--- config.mk ---
export PLATFORM = sky130hd
export DESIGN_NAME = calc_result_writer
export DESIGN_NICKNAME = d
export VERILOG_FILES = /design/src/rtl/calc_result_writer.sv
export SDC_FILE = /design/constraint.sdc
export NUM_CORES = 1
export LEC_CHECK = 0
export ABC_AREA = 1
export CAP_MARGIN = 10
export CORE_ASPECT_RATIO = 0.8
export CORE_MARGIN = 2
export CORE_UTILIZATION = 40
export CTS_CLUSTER_DIAMETER = 60
export DETAILED_ROUTE_END_ITERATION = 16
export HOLD_SLACK_MARGIN = 0.1
export SYNTH_ARGS = -nofsm -noshare
export SYNTH_HDL_FRONTEND = slang
export SYNTH_SLANG_ARGS = --single-unit
--- constraint.sdc ---
create_clock -name clk -period 3.26 [get_ports clk]
set_input_delay 0.652 -clock clk [delete_from_list [all_inputs] [get_ports clk]]
set_output_delay 0.652 -clock clk [all_outputs]
set_load 0.005 [all_outputs]
--- src/rtl/calc_result_writer.sv ---
// calc_result_writer
//   Buffers single-cycle result words from the op blocks in a small circular
//   FIFO and drains them, one per cycle, into the RAH transmit FIFO while that
//   FIFO is not full. Results arriving with the local buffer exhausted are
//   dropped and recorded in a sticky overflow flag.
//
// Ports
//   clk       in   clock, rising edge
//   rstn      in   asynchronous active-low reset
//   res_data  in   result word from an op block
//   res_valid in   one-cycle strobe qualifying res_data
//   clr       in   synchronous flush (pointers, level, overflow)
//   full      in   transmit FIFO full; no write issued while high
//   wr_data   out  word to transmit FIFO (holds between writes)
//   wren      out  one-cycle write strobe per word
//   level     out  number of buffered words, 0..DEPTH
//   overflow  out  sticky: a result was dropped
module calc_result_writer #(
  parameter int RAH_PACKET_WIDTH = 48,
  parameter int DEPTH            = 4
) (
  input  logic                          clk,
  input  logic                          rstn,
  input  logic [RAH_PACKET_WIDTH-1:0]   res_data,
  input  logic                          res_valid,
  input  logic                          clr,
  input  logic                          full,
  output logic [RAH_PACKET_WIDTH-1:0]   wr_data,
  output logic                          wren,
  output logic [$clog2(DEPTH):0]        level,
  output logic                          overflow
);

  localparam int PW = $clog2(DEPTH);
  localparam int LW = PW + 1;

  logic [RAH_PACKET_WIDTH-1:0] r_mem [DEPTH];
  logic [PW-1:0]               r_wr_ptr;
  logic [PW-1:0]               r_rd_ptr;
  logic [LW-1:0]               r_level;
  logic [RAH_PACKET_WIDTH-1:0] r_wr_data;
  logic                        r_wren;
  logic                        r_overflow;

  logic w_buf_full;
  logic w_pop;
  logic w_push;
  logic w_drop;

  assign w_buf_full = (r_level == LW'(DEPTH));
  assign w_pop      = (r_level != '0) && !full && !clr;
  // A full buffer still accepts a word when a slot frees up this cycle.
  assign w_push     = res_valid && !clr && (!w_buf_full || w_pop);
  assign w_drop     = res_valid && !clr && w_buf_full && !w_pop;

  // Storage needs no reset; contents are only read behind a non-zero level.
  always_ff @(posedge clk) begin
    if (w_push) begin
      r_mem[r_wr_ptr] <= res_data;
    end
  end

  always_ff @(posedge clk or negedge rstn) begin
    if (!rstn) begin
      r_wr_ptr   <= '0;
      r_rd_ptr   <= '0;
      r_level    <= '0;
      r_wr_data  <= '0;
      r_wren     <= 1'b0;
      r_overflow <= 1'b0;
    end else if (clr) begin
      r_wr_ptr   <= '0;
      r_rd_ptr   <= '0;
      r_level    <= '0;
      r_wren     <= 1'b0;
      r_overflow <= 1'b0;
    end else begin
      r_wren <= w_pop;
      if (w_pop) begin
        r_wr_data <= r_mem[r_rd_ptr];
        r_rd_ptr  <= r_rd_ptr + PW'(1);
      end
      if (w_push) begin
        r_wr_ptr <= r_wr_ptr + PW'(1);
      end
      if (w_drop) begin
        r_overflow <= 1'b1;
      end
      case ({w_push, w_pop})
        2'b10:   r_level <= r_level + LW'(1);
        2'b01:   r_level <= r_level - LW'(1);
        default: r_level <= r_level;
      endcase
    end
  end

  assign wr_data  = r_wr_data;
  assign wren     = r_wren;
  assign level    = r_level;
  assign overflow = r_overflow;

endmodule

==> impl_results.md <==
- Netlist Area Pre-Place: 9450 µm²
- Die Area: 24900 µm²
- Post-synth top area cell: edfxtp_1
- Leak pwr: 4.37 nW
- TritonCTS clock tree: done
- Internal power: 0.00673 W
- Via count: 5857
- Reg area: 7200 µm²
- Cells after synthesis: 737
- Psw: 0.00248 W
- Layout cells sized above 1: 8.23%
- Placer congestion estimate: 0.756
- Initial DRC count: 494
- Power per cell area: 786 nW/µm²
- Tot GR Track Use: 17.0%
- Slew HR: 38.8%
- Clk_skew: 0.0131 ns
- Most common cell after layout, fill and taps aside: edfxtp_1
- Antenna diode count: 0
- Crit path max fanout: 29
- Post-synth top area share: 61.0%
- Clock transition at path regs: 0.06 ns
- Synthesis-to-layout area growth: 24.1%
- Die height: 141 µm
- Worst Setup Path Type: input pin to flip-flop
- Final core utilization: 50.4%
- Final period util: 71.7%
- Final nets: 901
- Routed len/inst: 17.6 µm
- Worst Setup End Kind: flip-flop
- Outcome: finished, final reports clean
- Top cells by area, synth: edfxtp_1, dfrtp_1, nand2_1
- Worst-margin pin slew: 0.917 ns
- Worst setup margin: 0.923 ns
- Switching Fraction: 26.9%
- Slew Limit Fails: 0
- Core area: 23300 µm²
- Chip width: 176 µm
- CTS Hold Bufs: 0
- Area post-placement: 10800 µm²
- Max frequency: 428 MHz
- WP data required: 3.42 ns
- Resize count post-CTS: 0
- Routed Antenna Nets: 0
- Comb pwr share: 20.9%
- RSZ-0062 raised after global routing: false
- Syn_area_per_cell: 12.8 µm²
- Drt pass-1 iters: 5
- Clock sink count: 249
- First-pass GRT wire length: 32700 µm
- Initial antenna violation count: 1
- Synthesis warning total: 0
- FF+latch count, synth: 249
- Commonest cells after routing, fill and taps aside: edfxtp_1, nand2_1, clkdlybuf4s50_1
- Drc violations: 0
- Hpwl dp: 11500 µm
- IO Port Bufs: 105
- Post-CTS setup buffer count: 0
- Syn Nets: 795
- Post-DR vias/cell: 4.98
- Max VDD drop: 448 µV
- Initial Util: 40.6%
- Flop pwr share: 45.3%
- Final Cell Area: 11700 µm²
- Hold Crit Class: input pin to asynchronous set/reset pin
- Clock root cell: clkbuf_16
- Total power: 0.00921 W
- Fillers: 2043
- Footprint of the multi-input gates: 2000 µm²
- Sequential area share after synthesis: 76.1%
- Largest net degree at the start of global routing: 97
- CP startpoint kind: input pin
- Worst EP arrival: 2.50 ns
- Top-Level Pins: 106
- Maximum buffer depth of the clock tree: 3
- Vias in the first global route: 5759
- Row count: 50
- Clock share of power: 33.8%
- Hold Fails Final Rpt: 0
- Final setup fails: 0
- Post-Route WL: 20700 µm
- Number of buffers created by CTS: 26
- Maximum level of the CTS H-tree: 1
- Max_cap viols: 0
- Clk_lat worst skew: 0.52 ns
- Number of distinct library cells after synthesis: 25
- Post-place setup slack: 0.402 ns
- Final min period: 2.34 ns
- GR Overflow Total: 0
registers in the layout, summed over array words and instances, names as in the netlist:
| register | cells |
|---|---|
| level | 3 |
| r_mem | 192 |
| wren | 1 |
| r_wr_ptr | 2 |
| overflow | 1 |
| r_rd_ptr | 2 |
| wr_data | 48 |
worst paths after layout:
check                                                to  depth (start not counted)                   start  slack (ns)
max in group asynchronous       r_rd_ptr[0]$_DFFE_PN0P_                          1                    rstn        2.41
worst max-delay path             r_mem[3][40]$_DFFE_PP_                          7                     clr        0.92
worst min-delay path            wr_data[44]$_DFFE_PN0P_                          1                    rstn        0.24
min in group clk                 wr_data[7]$_DFFE_PN0P_                          2  wr_data[7]$_DFFE_PN0P_        0.48
worst max register to register   r_mem[3][40]$_DFFE_PP_                          7    level[0]$_DFFE_PN0P_        1.14
worst min register to register   wr_data[7]$_DFFE_PN0P_                          2  wr_data[7]$_DFFE_PN0P_        0.48
layout make-up:
class	count	area share [%]
clock buffer	37	6.43
clock inverter	11	1.43
inverter	16	0.534
multi-input combinational	431	17.0
sequential	249	61.4
tap	312	3.33
timing repair buffer	119	9.84
kinds of logic (layout without fill, tap and decap cells):
family	count (synthesis)	after routing	synth area share, %
buffers and inverters	57	183	3.03
AOI/OAI and AO/OA	152	152	8.70
and+or+nand+nor	273	273	11.3
xor gates and xnor gates	1	1	0.0927
DFF	249	249	76.1
adders and majority gates	5	5	0.742
metrics by stage:
stage / std cells / setup TNS (ns) / hold slack, ns
after detailed placement: 1127 / 0 / 0.467
after global routing: 1175 / 0 / 0.303
after floorplan: 737 / -68.33 / 0.356
after CTS: 1175 / 0 / 0.267
final: 1175 / 0 / 0.244
after global placement: 1127 / 0 / 0.466
cell usage after synthesis, drive strengths merged:
library cell and instances:
a21oi 4, edfxtp 192, nand3 11, dfrtp 57, buf 21, a31oi 1
inv 16, nor2 103, ha 4, clkbuf 20, nand2 157, nand4 2
o22ai 48, xnor2 1, fa 1, o21ai 99
power by group through the flow:
stage | clock network [W] | logic [W] | registers, W
after CTS | 0.00319 | 0.00196 | 0.00418
after floorplan | 0 | 0.00100 | 0.00416
after global routing | 0.00331 | 0.00217 | 0.00422
final | 0.00312 | 0.00192 | 0.00417
after detailed placement | 0 | 0.00195 | 0.00423
after global placement | 0 | 0.00192 | 0.00424
routing by layer:
metal / part of all wire, % / up-vias / track usage, %
met5: 0.072 / - / 0
met4: 1.8 / 2 / 4.44
met3: 5.6 / 31 / 3.35
met2: 44 / 150 / 25.9
met1: 48 / 2859 / 25.0
li1: - / 2815 / -
worst max-delay path, stage by stage:
cell             delay (ns)
clkdlybuf4s50_1        0.50
inv_2                  0.20
nand3_4                0.08
nand3_1                0.13
nand2_1                0.29
nor2_4                 0.18
buf_4                  0.43
Note: power is estimated with default switching activity, not from simulation.
